--- config.mk ---
export PLATFORM = sky130hd
export DESIGN_NAME = accel_axis_scheduler
export DESIGN_NICKNAME = d
export VERILOG_FILES = /design/src/rtl/accel_pkg.sv /design/src/rtl/accel_host_port.sv /design/src/rtl/accel_axis_scheduler.sv
export SDC_FILE = /design/constraint.sdc
export NUM_CORES = 1
export LEC_CHECK = 0
export ABC_AREA = 1
export BUFFER_PORTS_ARGS = -buffer_cell sky130_fd_sc_hd__buf_2
export CAP_MARGIN = 20
export CORE_UTILIZATION = 50
export CTS_CLUSTER_SIZE = 30
export DETAILED_ROUTE_END_ITERATION = 8
export PLACE_DENSITY_LB_ADDON = 0.2
export SLEW_MARGIN = 20
export SYNTH_ARGS = -nofsm -noshare
export SYNTH_HDL_FRONTEND = slang
export SYNTH_SLANG_ARGS = --single-unit
--- constraint.sdc ---
create_clock -name CLK_50 -period 1.51 [get_ports CLK_50]
set_input_delay 0.302 -clock CLK_50 [delete_from_list [all_inputs] [get_ports CLK_50]]
set_output_delay 0.302 -clock CLK_50 [all_outputs]
set_load 0.01 [all_outputs]
--- src/rtl/accel_pkg.sv ---
// Shared definitions for the accelerometer axis scheduler.
//   - axis encodings driven on the SPI reader's dimension input
//   - host command byte values from the parallel link
//   - scheduler and host-port state encodings
//   - small decode helpers for axis stepping and command decoding
package accel_pkg;

  localparam logic [1:0] AX_X = 2'd0;
  localparam logic [1:0] AX_Y = 2'd1;
  localparam logic [1:0] AX_Z = 2'd2;

  localparam logic [7:0] CMD_X_LO   = 8'd120;  // 'x'
  localparam logic [7:0] CMD_Y_LO   = 8'd121;  // 'y'
  localparam logic [7:0] CMD_Z_LO   = 8'd122;  // 'z'
  localparam logic [7:0] CMD_X_HI   = 8'd88;   // 'X'
  localparam logic [7:0] CMD_Y_HI   = 8'd89;   // 'Y'
  localparam logic [7:0] CMD_Z_HI   = 8'd90;   // 'Z'
  localparam logic [7:0] CMD_STATUS = 8'd115;  // 's'
  localparam logic [7:0] CMD_CLEAR  = 8'd99;   // 'c'

  typedef enum logic {
    SCH_SETTLE  = 1'b0,
    SCH_CAPTURE = 1'b1
  } sched_state_e;

  typedef enum logic [1:0] {
    HOST_IDLE    = 2'd0,
    HOST_SEND_LO = 2'd1,
    HOST_SEND_HI = 2'd2
  } host_state_e;

  // Round-robin X -> Y -> Z -> X; the unused code 3 also maps back to X.
  function automatic logic [1:0] next_axis(input logic [1:0] ax);
    logic [1:0] n;
    case (ax)
      AX_X:    n = AX_Y;
      AX_Y:    n = AX_Z;
      default: n = AX_X;
    endcase
    return n;
  endfunction

  function automatic logic is_axis_cmd(input logic [7:0] b);
    return (b == CMD_X_LO) || (b == CMD_Y_LO) || (b == CMD_Z_LO) ||
           (b == CMD_X_HI) || (b == CMD_Y_HI) || (b == CMD_Z_HI);
  endfunction

  // Non-axis bytes decode to X; callers qualify with is_axis_cmd.
  function automatic logic [1:0] cmd_axis(input logic [7:0] b);
    logic [1:0] a;
    case (b)
      CMD_Y_LO, CMD_Y_HI: a = AX_Y;
      CMD_Z_LO, CMD_Z_HI: a = AX_Z;
      default:            a = AX_X;
    endcase
    return a;
  endfunction

endpackage

--- src/rtl/accel_host_port.sv ---
// Host command port: decodes command bytes from the parallel link and
// returns sample bytes or a status byte.
//
// Ports:
//   clk, rst      clock and synchronous active-high reset
//   cmd_valid     one-cycle pulse, cmd_byte holds a host command
//   cmd_byte      host command byte
//   rsp_ack       host consumed rsp_byte
//   bank_rdata    sample bank entry selected by bank_idx
//   timeout_err   sticky watchdog flag (for the status byte)
//   fresh         per-axis new-data flags (for the status byte)
//   bank_idx      axis decoded from cmd_byte, selects bank_rdata
//   fresh_clr     strobe: clear fresh[bank_idx] this cycle
//   timeout_clr   strobe: clear timeout_err this cycle
//   rsp_byte      response byte
//   rsp_valid     response byte valid
//   state_dbg     current host state
//
// Handshake: rsp_byte is presented with rsp_valid high and held stable
// until a clock edge where rsp_valid and rsp_ack are both high; that edge
// retires the byte. rsp_ack with rsp_valid low has no effect. Commands are
// only accepted in IDLE; a cmd_valid pulse in any other state is dropped.
module accel_host_port
  import accel_pkg::*;
(
  input  logic        clk,
  input  logic        rst,
  input  logic        cmd_valid,
  input  logic [7:0]  cmd_byte,
  input  logic        rsp_ack,
  input  logic [15:0] bank_rdata,
  input  logic        timeout_err,
  input  logic [2:0]  fresh,
  output logic [1:0]  bank_idx,
  output logic        fresh_clr,
  output logic        timeout_clr,
  output logic [7:0]  rsp_byte,
  output logic        rsp_valid,
  output host_state_e state_dbg
);

  host_state_e state_q, state_d;
  logic [15:0] hold_q, hold_d;
  logic [7:0]  rsp_byte_q, rsp_byte_d;
  logic        rsp_valid_q, rsp_valid_d;

  always_ff @(posedge clk) begin
    if (rst) begin
      state_q     <= HOST_IDLE;
      hold_q      <= '0;
      rsp_byte_q  <= '0;
      rsp_valid_q <= 1'b0;
    end else begin
      state_q     <= state_d;
      hold_q      <= hold_d;
      rsp_byte_q  <= rsp_byte_d;
      rsp_valid_q <= rsp_valid_d;
    end
  end

  always_comb begin
    state_d = state_q;
    case (state_q)
      HOST_IDLE: begin
        if (cmd_valid) begin
          if (is_axis_cmd(cmd_byte))       state_d = HOST_SEND_LO;
          else if (cmd_byte == CMD_STATUS) state_d = HOST_SEND_HI;
        end
      end
      HOST_SEND_LO: if (rsp_ack) state_d = HOST_SEND_HI;
      HOST_SEND_HI: if (rsp_ack) state_d = HOST_IDLE;
      default:      state_d = HOST_IDLE;
    endcase
  end

  // The whole sample is latched into hold_q when the command is taken, so
  // later bank writes cannot tear the low/high pair.
  always_comb begin
    hold_d      = hold_q;
    rsp_byte_d  = rsp_byte_q;
    rsp_valid_d = rsp_valid_q;
    fresh_clr   = 1'b0;
    timeout_clr = 1'b0;
    bank_idx    = cmd_axis(cmd_byte);
    case (state_q)
      HOST_IDLE: begin
        if (cmd_valid) begin
          if (is_axis_cmd(cmd_byte)) begin
            hold_d      = bank_rdata;
            rsp_byte_d  = bank_rdata[7:0];
            rsp_valid_d = 1'b1;
            fresh_clr   = 1'b1;
          end else if (cmd_byte == CMD_STATUS) begin
            rsp_byte_d  = {4'b0000, timeout_err, fresh};
            rsp_valid_d = 1'b1;
          end else if (cmd_byte == CMD_CLEAR) begin
            timeout_clr = 1'b1;
          end
        end
      end
      HOST_SEND_LO: if (rsp_ack) rsp_byte_d = hold_q[15:8];
      HOST_SEND_HI: if (rsp_ack) rsp_valid_d = 1'b0;
      default: ;
    endcase
  end

  assign rsp_byte  = rsp_byte_q;
  assign rsp_valid = rsp_valid_q;
  assign state_dbg = state_q;

endmodule

--- src/rtl/accel_axis_scheduler.sv ---
// Accelerometer axis scheduler: steps the SPI reader through X, Y, Z,
// drops settling samples after each axis change, keeps the latest sample
// per axis and serves host requests for those samples.
//
// Ports:
//   CLK_50       50 MHz system clock
//   dly_rst      synchronous active-high reset
//   sample_stb   one-cycle pulse, sample_data holds a new SPI sample
//   sample_data  {high byte, low byte} from the SPI reader
//   dimension    axis driven to the SPI reader (0=X, 1=Y, 2=Z)
//   cmd_valid    one-cycle pulse, cmd_byte holds a host command
//   cmd_byte     host command byte
//   rsp_byte     response byte
//   rsp_valid    response byte valid, held until rsp_ack
//   rsp_ack      host consumed rsp_byte
//   fresh        per-axis new-data flags, bit n = axis n
//   timeout_err  sticky, set on any watchdog-forced axis advance
//
// Handshake: a response byte is transferred on an edge where rsp_valid
// and rsp_ack are both high; rsp_byte is stable while rsp_valid waits.
module accel_axis_scheduler
  import accel_pkg::*;
#(
  parameter int DISCARD = 1,
  parameter int KEEP    = 4,
  parameter int TIMEOUT = 200000
) (
  input  logic        CLK_50,
  input  logic        dly_rst,
  input  logic        sample_stb,
  input  logic [15:0] sample_data,
  output logic [1:0]  dimension,
  input  logic        cmd_valid,
  input  logic [7:0]  cmd_byte,
  output logic [7:0]  rsp_byte,
  output logic        rsp_valid,
  input  logic        rsp_ack,
  output logic [2:0]  fresh,
  output logic        timeout_err
);

  localparam int DCW = (DISCARD > 0) ? $clog2(DISCARD + 1) : 1;
  localparam int KCW = (KEEP > 1) ? $clog2(KEEP + 1) : 1;
  localparam int WDW = (TIMEOUT > 2) ? $clog2(TIMEOUT) : 1;
  localparam logic [DCW-1:0] DISC_INIT = DCW'(DISCARD);
  localparam logic [KCW-1:0] KEEP_MAX  = KCW'(KEEP);
  localparam logic [WDW-1:0] WD_LAST   = WDW'(TIMEOUT - 1);

  sched_state_e     sched_q, sched_d;
  logic [DCW-1:0]   disc_q, disc_d;
  logic [KCW-1:0]   keep_q, keep_d;
  logic [WDW-1:0]   wd_q, wd_d;
  logic [1:0]       dimension_q, dimension_d;
  logic [2:0]       fresh_q, fresh_d;
  logic             timeout_err_q, timeout_err_d;
  logic [2:0][15:0] bank_q, bank_d;

  logic        capture_wr;
  logic        keep_done;
  logic        settle_done;
  logic        wd_fire;
  logic        advance;

  logic [1:0]  host_idx;
  logic        host_fresh_clr;
  logic        host_timeout_clr;
  host_state_e host_state;

  always_ff @(posedge CLK_50) begin
    if (dly_rst) begin
      sched_q       <= SCH_SETTLE;
      disc_q        <= DISC_INIT;
      keep_q        <= '0;
      wd_q          <= '0;
      dimension_q   <= AX_X;
      fresh_q       <= '0;
      timeout_err_q <= 1'b0;
      bank_q        <= '0;
    end else begin
      sched_q       <= sched_d;
      disc_q        <= disc_d;
      keep_q        <= keep_d;
      wd_q          <= wd_d;
      dimension_q   <= dimension_d;
      fresh_q       <= fresh_d;
      timeout_err_q <= timeout_err_d;
      bank_q        <= bank_d;
    end
  end

  // Scheduler next state. SETTLE leaves on the strobe that uses up the
  // last discard, so the very next strobe is captured; with nothing to
  // discard it falls through after one cycle. Any advance (keep quota met
  // or watchdog) lands in SETTLE for the new axis.
  always_comb begin
    capture_wr  = (sched_q == SCH_CAPTURE) && sample_stb;
    keep_done   = capture_wr && ((keep_q + KCW'(1)) == KEEP_MAX);
    settle_done = (sched_q == SCH_SETTLE) &&
                  ((disc_q == '0) || (sample_stb && (disc_q == DCW'(1))));
    // A strobe in the same cycle restarts the watchdog instead of firing it.
    wd_fire     = !sample_stb && (wd_q == WD_LAST);
    advance     = keep_done || wd_fire;

    sched_d = sched_q;
    if (advance)          sched_d = SCH_SETTLE;
    else if (settle_done) sched_d = SCH_CAPTURE;
  end

  // Counters, bank and flags. Where a fresh bit is both cleared by a host
  // read and set by a capture in the same cycle, the set is applied last.
  always_comb begin
    dimension_d = advance ? next_axis(dimension_q) : dimension_q;

    disc_d = disc_q;
    if (advance)
      disc_d = DISC_INIT;
    else if ((sched_q == SCH_SETTLE) && sample_stb && (disc_q != '0))
      disc_d = disc_q - DCW'(1);

    keep_d = keep_q;
    if (advance || settle_done) keep_d = '0;
    else if (capture_wr)        keep_d = keep_q + KCW'(1);

    wd_d = (sample_stb || advance) ? '0 : wd_q + WDW'(1);

    bank_d = bank_q;
    if (capture_wr) bank_d[dimension_q] = sample_data;

    fresh_d = fresh_q;
    if (host_fresh_clr) fresh_d[host_idx]    = 1'b0;
    if (capture_wr)     fresh_d[dimension_q] = 1'b1;

    timeout_err_d = timeout_err_q;
    if (host_timeout_clr) timeout_err_d = 1'b0;
    if (wd_fire)          timeout_err_d = 1'b1;
  end

  // The host reads bank_q (registered), so a same-cycle capture to the
  // same axis is seen by the host only on a later request.
  accel_host_port u_host (
    .clk         (CLK_50),
    .rst         (dly_rst),
    .cmd_valid   (cmd_valid),
    .cmd_byte    (cmd_byte),
    .rsp_ack     (rsp_ack),
    .bank_rdata  (bank_q[host_idx]),
    .timeout_err (timeout_err_q),
    .fresh       (fresh_q),
    .bank_idx    (host_idx),
    .fresh_clr   (host_fresh_clr),
    .timeout_clr (host_timeout_clr),
    .rsp_byte    (rsp_byte),
    .rsp_valid   (rsp_valid),
    .state_dbg   (host_state)
  );

  assign dimension   = dimension_q;
  assign fresh       = fresh_q;
  assign timeout_err = timeout_err_q;

endmodule
==> reports/summary.txt, run 1 <==
Final setup viols = 1
FP Rows = 34
Simple-Gate Fraction of Synth Area = 30.2%
Synth cell types = 40
Core Area = 8760 um2
post-synth top area share = 42.4%
total number of vias = 4156
number of synthesized flops with an enable pin = 0
GRT Max-Usage Layer = met2
M1 GR Usage = 32.8%
CP max FO = 8
HPWL after detailed placement = 7.43 mm
largest net degree at the start of global routing = 63
post-synthesis cell area = 4530 um2
first-pass GRT wire length = 17.9 mm
Worst-Margin Slew = 0.411 ns
initial antenna violation count = 0
initial drt markers = 222
post-synthesis sequential area ratio = 42.4%
Peak VDD IR = 0.000419 V
DRC violations left = 0
CTS Buffer Depth = 2
IO Pins = 44
Antenna Cells = 0
Final Cycle Share = 100%
GRT Total Usage = 23.2%
unrepaired setup endpoints after global routing = true
Sink Count = 96
area share of fa/ha/maj cells after synthesis = 0.829%
status = finished with violations
DIE AREA = 9440 um2
worst slack, placed = -0.109 ns
Setup TNS = -0.00481 ns
CP arrival = 1.81 ns
Clock Tree Root = clkbuf_8
Post-synth top cells = nor2_1, dfxtp_1, nand2_1
Hold Buf Count CTS = 0
Yosys reg bits = 96
# nets final = 730
mux cell area share after synthesis = 0.249%
Area contributors post-synth = dfxtp_1, nor2_1, nand2_1, o21ai_0, inv_1
Pre-antenna DRT Iters = 5
count leader, synth = nor2_1
GRT Residual Overflow = 0
Setup CP Type = flop to flop
Compound-Gate Fraction of Synth Area = 14.9%
Pleak = 2.36 nW
cts bufs inserted = 9
Pwr per Cell Area = 838 nW/um2
routability cong. = 0.854
Slew Viols, Final = 0
Hold Path Class = input pin to flop
clock tree from TritonCTS = done
Final Critical Period = 1.51 ns
Initial Utilization = 51.7%
area leader, netlist = dfxtp_1
largest family of logic cells by synthesized area = simple AND/OR/NAND/NOR gates
area grow syn2layout = 18.7%
routing usage on met3 = 2.95%
Synth Area in XOR/XNOR = 2.71%
# H-tree levels = 3
layout cell share with drive strength beyond 1 = 23.8%
post-DR wirelength/cell = 13.1 um
GRT met2 Usage = 36.4%
Syn. warnings = 0
failing checks = setup timing
CP Capture Type = flop
Post-DRT Antenna Nets = 0
Max Fclk = 0.660 GHz
Syn Nets = 660
top_reg_cell synth = dfxtp_1
async set-reset flop share out of synthesis = 0%
worst path required time = 1.80 ns
Mean Syn Cell Area = 7.21 um2
clock slew at reported path FFs = 0.10 ns
Final Hold Fails = 0
vias in the first global route = 3825
setup ws final = -0.00481 ns
Clock Skews = 0.0138 ns
worst skew pair latency = 0.36 ns
vias per inst = 5.12
Syn Inst Count = 628
DIE WIDTH = 97.2 um
number of port buffers = 43
final WL = 10.6 mm
Die Y-Extent = 97.2 um
Worst slew margin = 72.4%
maxcap violations = 0
type of origin of the critical path = flop
==> per-stage QoR <==
step / cell area [um2] / cells / hold slack, ns / util [%] / power [mW]
floorplan: 4530 / 628 / 0.381 / - / 2.86
global placement: 5030 / 788 / 0.441 / 57.4 / 2.99
detailed placement: 5030 / 788 / 0.446 / 57.4 / 3.00
CTS: 5280 / 807 / 0.176 / 60.3 / 4.55
global route: 5380 / 811 / 0.201 / 61.3 / 4.70
finish: 5380 / 811 / 0.189 / 61.3 / 4.50
==> sequential cells by signal (all words and copies together) (netlist names), 2 cells and up <==
register,flops
u_host.rsp_byte,8
keep_q,3
wd_q,18
u_host.state_dbg,2
fresh,3
u_host.hold_q,8
bank_q,48
dimension,2
==> placed cells by master (no fill, tap or decap), drive strengths merged <==
master and count:
a21boi 4, nor3 14, a21oi 47, clkinv 3, ha 3, o2111ai 1, inv 70, xnor2 4
buf 80, nand3 27, o21ai 68, xor2 10, nand4 9, dfxtp 96, and3 1, clkinvlp 4
or2 5, o22ai 2, a31oi 1, nor2 137, clkbuf 10, mux2 1, nand2 106
==> where the power goes <==
group / internal, mW / switching, mW / leakage (nW)
clock network: 0.646 / 0.903 / 0.0845
logic: 0.134 / 0.214 / 1.50
registers: 2.58 / 0.0279 / 0.780
==> worst max-delay path, stage by stage, from the launching register on <==
cell     delay, ns
dfxtp_2       0.37
ha_4          0.14
and3_4        0.20
nand2_4       0.07
nor2_4        0.10
nand4_4       0.20
nand2_2       0.16
nand2_2       0.06
a21oi_2       0.14
==> layout make-up <==
| type | instances | area, um2 |
|---|---|---|
| Clock buffer | 10 | 138 |
| Clock inverter | 6 | 45.0 |
| Fill cell | 817 | 3390 |
| Inverter | 71 | 275 |
| Multi-Input combinational cell | 440 | 2320 |
| Sequential cell | 96 | 1930 |
| Tap cell | 108 | 135 |
| Timing Repair Buffer | 80 | 534 |
==> logic make-up after synthesis <==
group           after synthesis
fa+ha+maj                     3
compound gates              123
xor+xnor                     14
simple gates                298
buf+inv                      93
flops                        96
mux                           1
==> metal layers <==
layer	part of all wire [%]	vias up
met5	0	-
met1	49	1890
met4	1.8	0
met3	4.6	17
li1	-	2145
met2	45	104
==> timing repair <==
action                                  in CTS  in global routing
buffers inserted                             2                  5
endpoints found under the hold margin        0                  0
pin swaps                                    1                 10
resized for setup                            9                 18
cloned                                       1                  0
endpoints found under the setup margin      24                 46
==> worst paths after layout <==
kind,to,cells after the start,slack (ns),from
worst max-delay path,dimension[1],8,-0.005,wd_q[0]
worst min-delay path,bank_q[4],3,0.19,sample_data[4]
worst max register to register,dimension[1],8,-0.005,wd_q[0]
worst min register to register,bank_q[17],2,0.46,bank_q[17]
No activity file was read; power rests on OpenSTA's default activity.
==> run 2: changes to the inputs <==
Settings changed: ABC_AREA 1 to 0, ABC_CLOCK_PERIOD_IN_PS from default to 1510, CORE_MARGIN from default to 4.
==> reports/summary.txt, run 2 <==
vias per inst = 5.80
worst slack, placed = -0.241 ns
Syn. warnings = 0
final WL = 12.5 mm
worst r2r dst = u_host.rsp_byte[2]
Clock Tree Root = clkbuf_8
top_reg_cell synth = dfxtp_1
initial drt markers = 263
post-synthesis sequential area ratio = 46.2%
reg2reg path depth = 5
hold depth = 3
Mean Syn Cell Area = 8.06 um2
most frequent cells in the layout = nand2_1, dfxtp_1, buf_4, a21oi_1, buf_2
Top reg by flops = bank_q
Die Y-Extent = 99.2 um
Hold Path Class = input pin to flop
post-synthesis cell area = 4160 um2
CP arrival = 2.07 ns
clock tree from TritonCTS = done
setup ws final = -0.245 ns
Filler Cell Count = 596
IO Pins = 44
number of synthesized flops with an enable pin = 0
post-synth top area share = 46.2%
largest net degree at the start of global routing = 43
HPWL after detailed placement = 8.18 mm
Slew Viols, Final = 0
Register Area = 1930 um2
count leader, synth = nand2_1
Max Fclk = 0.570 GHz
CP Capture Type = flop
maxcap violations = 0
Area contributors post-synth = dfxtp_1, nand2_1, a21oi_1, nor2_1, nor3_1
Post-synth top cells = nand2_1, dfxtp_1, a21oi_1
number of port buffers = 43
DIE AREA = 9840 um2
Peak VDD IR = 0.000543 V
initial antenna violation count = 0
GRT Total Usage = 25.5%
GRT Residual Overflow = 0
# H-tree levels = 3
area of the multi-input gates = 2400 um2
area leader, netlist = dfxtp_1
Yosys reg bits = 96
Post-DRT Antenna Nets = 0
first-pass GRT wire length = 20.1 mm
Syn Nets = 548
Setup TNS = -3.37 ns
CTS Buffer Depth = 2
FP Rows = 32
routability cong. = 0.959
failing checks = setup timing
Syn Inst Count = 516
CP max FO = 9
Synth cell types = 54
type of origin of the critical path = flop
hold_ws = 0.170 ns
layout cell share with drive strength beyond 1 = 32.8%
Reg2Reg Setup Slack = -0.24 ns
async set-reset flop share out of synthesis = 0%
total number of vias = 4167
Final Cycle Share = 116%
Worst slew margin = 68.5%
Setup CP Type = flop to flop
Worst R2R Start = u_host.state_dbg[0]
Final Critical Period = 1.75 ns
Worst-Margin Slew = 0.473 ns
DRC violations left = 0
worst hold start = sample_data[10]
Final Hold Fails = 0
unrepaired setup endpoints after global routing = true
Pre-antenna DRT Iters = 5
vias in the first global route = 4037
cts bufs inserted = 9
status = finished with violations
max FFs per register = 48
Worst Hold End = bank_q[42]
Pwr per Cell Area = 875 nW/um2
Largest regs = bank_q (48), wd_q (18)
Initial Utilization = 52.7%
Sink Count = 96
Core Area = 7890 um2
Final setup viols = 46
# nets final = 643
Hold Buf Count CTS = 0
DIE WIDTH = 99.2 um
worst path required time = 1.82 ns
most common cell after layout, fill and taps aside = nand2_1
area grow syn2layout = 34.3%
worst skew pair latency = 0.38 ns
post-DR wirelength/cell = 17.4 um
Pleak = 2.03 nW
Antenna Cells = 0
Clock Skews = 0.0135 ns
clock slew at reported path FFs = 0.10 ns
==> run 2: cell type report <==
class	count	area share (%)
Clock buffer	10	2.29
Timing Repair Buffer	113	15.5
Multi-Input combinational cell	381	43.0
Sequential cell	96	34.6
Inverter	10	0.672
Tap cell	102	2.29
Clock inverter	6	1.66
==> run 2: cells by family after synthesis <==
group                      Yosys count  share of synthesized area (%)
and+or+nand+nor                    233                           25.8
AOI/OAI and AO/OA                  125                           18.9
DFF                                 96                           46.2
buffers and inverters               39                           3.82
xor gates and xnor gates            17                           3.58
muxes                                3                          0.753
adders and majority gates            3                          0.903
==> run 2: worst max-delay path, cell delays in order (launching register included) <==
cell and delay (ns):
dfxtp_2 0.34, or3b_4 0.43, a211oi_4 0.25, a21oi_4 0.11
a2111oi_2 0.36, a32o_1 0.20
==> run 2: report_power, final <==
group          switching [mW]  internal, mW
Clock                   0.942         0.942
Sequential             0.0270          2.57
Combinational           0.242         0.168
Total                    1.21          3.68
==> run 2: through the flow <==
step	instance area [um2]	cells	power (mW)	util, %
final	5580	718	4.89	70.8
after detailed placement	4960	693	3.00	62.9
after global routing	5580	718	5.05	70.8
after floorplan	4230	516	2.84	-
after CTS	5400	716	4.87	68.4
after global placement	4960	693	3.00	62.9
==> run 2: routing by layer <==
metal,global-route usage [%],wire [um],vias up,share of wire [%]
met1,34.7,5480,1976,44
met5,0,0,-,0
met2,39.1,5800,169,46
li1,-,-,1990,-
met3,6.03,899,32,7.2
met4,9.87,304,0,2.4
==> run 2: worst max path at each step <==
stage	start	endpoint	slack [ns]	depth (start not counted)
floorplan	u_host.state_dbg[0]	u_host.rsp_byte[2]	-0.13	5
global placement	cmd_valid	u_host.rsp_byte[3]	-0.17	6
detailed placement	cmd_valid	u_host.rsp_byte[2]	-0.24	6
CTS	u_host.state_dbg[0]	u_host.rsp_byte[1]	-0.16	5
global route	u_host.state_dbg[0]	u_host.rsp_byte[2]	-0.28	5
finish	u_host.state_dbg[0]	u_host.rsp_byte[2]	-0.24	5
==> run 2: what timing repair did <==
item / in CTS / in global routing
gates cloned: 2 / 1
gates resized for setup: 39 / 48
pin swaps: 24 / 14
setup buffers: 6 / 4
endpoints found under the setup margin: 44 / 55
==> run 3: changes to the inputs <==
Settings changed: CELL_PAD_IN_SITES_DETAIL_PLACEMENT from default to 1, CELL_PAD_IN_SITES_GLOBAL_PLACEMENT from default to 2, CORE_UTILIZATION 50 to 31, GPL_ROUTABILITY_DRIVEN from default to 0.
==> reports/summary.txt, run 3 (synthesis gave the netlist of run 2 again) <==
CTS Buffer Depth = 2
Pwr per Cell Area = 873 nW/um2
setup ws final = -0.192 ns
Final setup viols = 41
Final Power = 5.22 mW
Pre-antenna DRT Iters = 4
failing checks = setup timing
Final Hold Fails = 0
final WL = 14.3 mm
clock tree from TritonCTS = done
CP max FO = 8
DRC violations left = 0
Critical Path Start = u_host.state_dbg[1]
dpl cells = 773
largest net degree at the start of global routing = 38
# nets final = 658
Die Y-Extent = 124 um
Largest delay share family, worst path = compound AO/OA/AOI/OAI gates
CP arrival = 1.94 ns
Clock Tree Root = clkbuf_16
unrepaired setup endpoints after global routing = true
HPWL after detailed placement = 10.1 mm
GRT Total Usage = 19.0%
Worst Hold End = bank_q[12]
Worst slew margin = 68.1%
Pleak = 2.16 nW
type of origin of the critical path = flop
Hold Path Class = input pin to flop
Final Critical Period = 1.70 ns
Sink Count = 96
post-layout util = 45.3%
reg2reg path depth = 6
worst r2r dst = u_host.rsp_byte[6]
area grow syn2layout = 43.9%
layout cell share with drive strength beyond 1 = 36.6%
WP buf/inv = 1
post-DR wirelength/cell = 17.7 um
Max Fclk = 0.588 GHz
initial drt markers = 175
CP Capture Type = flop
Worst R2R Start = u_host.state_dbg[1]
Slew Viols, Final = 0
FP Rows = 42
DIE AREA = 15300 um2
Largest regs = bank_q (48), wd_q (18)
non-filler cells, final = 807
Initial Utilization = 31.5%
# H-tree levels = 3
Post-DRT Antenna Nets = 0
vias per inst = 5.05
Reg2Reg Setup Slack = -0.19 ns
Worst-Margin Slew = 0.477 ns
worst hold start = sample_data[12]
vias in the first global route = 4176
cts bufs inserted = 9
status = finished with violations
worst skew pair latency = 0.35 ns
DIE WIDTH = 124 um
Final Cycle Share = 113%
Clock Skews = 0.00793 ns
IO Pins = 44
GRT Residual Overflow = 0
maxcap violations = 0
total number of vias = 4079
first-pass GRT wire length = 22.3 mm
most common cell after layout, fill and taps aside = nand2_1
worst path required time = 1.75 ns
crit-path cells = or3b_4, a211oi_4, a21oi_4, buf_4, a221oi_2, nor3_1
hold_ws = 0.205 ns
Setup CP Type = flop to flop
clock slew at reported path FFs = 0.07 ns
hold depth = 3
most frequent cells in the layout = nand2_1, dfxtp_1, buf_4, a21oi_1, buf_2
Core Area = 13200 um2
CP max-delay cell = or3b_4
Top reg by flops = bank_q
max FFs per register = 48
Critical Path Max Stage Delay = 0.43 ns
Antenna Cells = 0
CP Depth = 6
initial antenna violation count = 0
Peak VDD IR = 0.000464 V
number of port buffers = 43
## run 3: worst max-delay path by stage
stage          slack (ns)                 end
2_1_floorplan       -0.13  u_host.rsp_byte[2]
3_3_place_gp        -0.54  u_host.rsp_byte[2]
3_5_place_dp        -0.56  u_host.rsp_byte[2]
4_1_cts             -0.17  u_host.rsp_byte[1]
5_1_grt             -0.23  u_host.rsp_byte[0]
6_report            -0.19  u_host.rsp_byte[6]
## run 3: final cells by class
type / count / area, um2
Fill cell: 1581 / 7210
Multi-Input combinational cell: 381 / 2480
Sequential cell: 96 / 1940
Timing Repair Buffer: 128 / 1020
Clock buffer: 10 / 239
Tap cell: 176 / 220
Clock inverter: 6 / 42.5
Inverter: 10 / 37.5
## run 3: metal layers
metal | wire length, um | vias up | track usage, %
met5 | 0 | - | 0
met3 | 681 | 15 | 3.41
met1 | 6820 | 1974 | 27.3
li1 | - | 2022 | -
met2 | 6620 | 68 | 28.9
met4 | 185 | 0 | 5.74
## run 3: timing repair
action,in CTS,in global routing
resized for setup,40,65
hold buffers,0,0
endpoints found under the setup margin,44,52
pin swaps,21,25
cloned,1,1
setup buffers,9,9
## run 3: through the flow
stage	area [um2]	TNS (ns)	setup WS [ns]
after global routing	5980	-6.13	-0.229
after detailed placement	5130	-6.01	-0.561
after global placement	5130	-5.09	-0.542
final	5980	-2.47	-0.192
after CTS	5650	-3.38	-0.174
after floorplan	4230	-0.613	-0.132
## run 3: power by group
part	internal (mW)	total, mW	switching, mW	leakage [nW]
registers	2.57	2.59	0.0259	0.783
logic	0.185	0.440	0.254	1.24
clock network	1.16	2.19	1.02	0.135
total	3.92	5.22	1.30	2.16
## run 3: worst reg2reg max path, delay by kind of cell, from the launching register on
| kind | cells | cell delay (ns) |
|---|---|---|
| buffers and inverters | 1 | 0.18 |
| AND/OR/NAND/NOR | 2 | 0.50 |
| flip-flops | 1 | 0.33 |
| AO/OA/AOI/OAI | 3 | 0.59 |
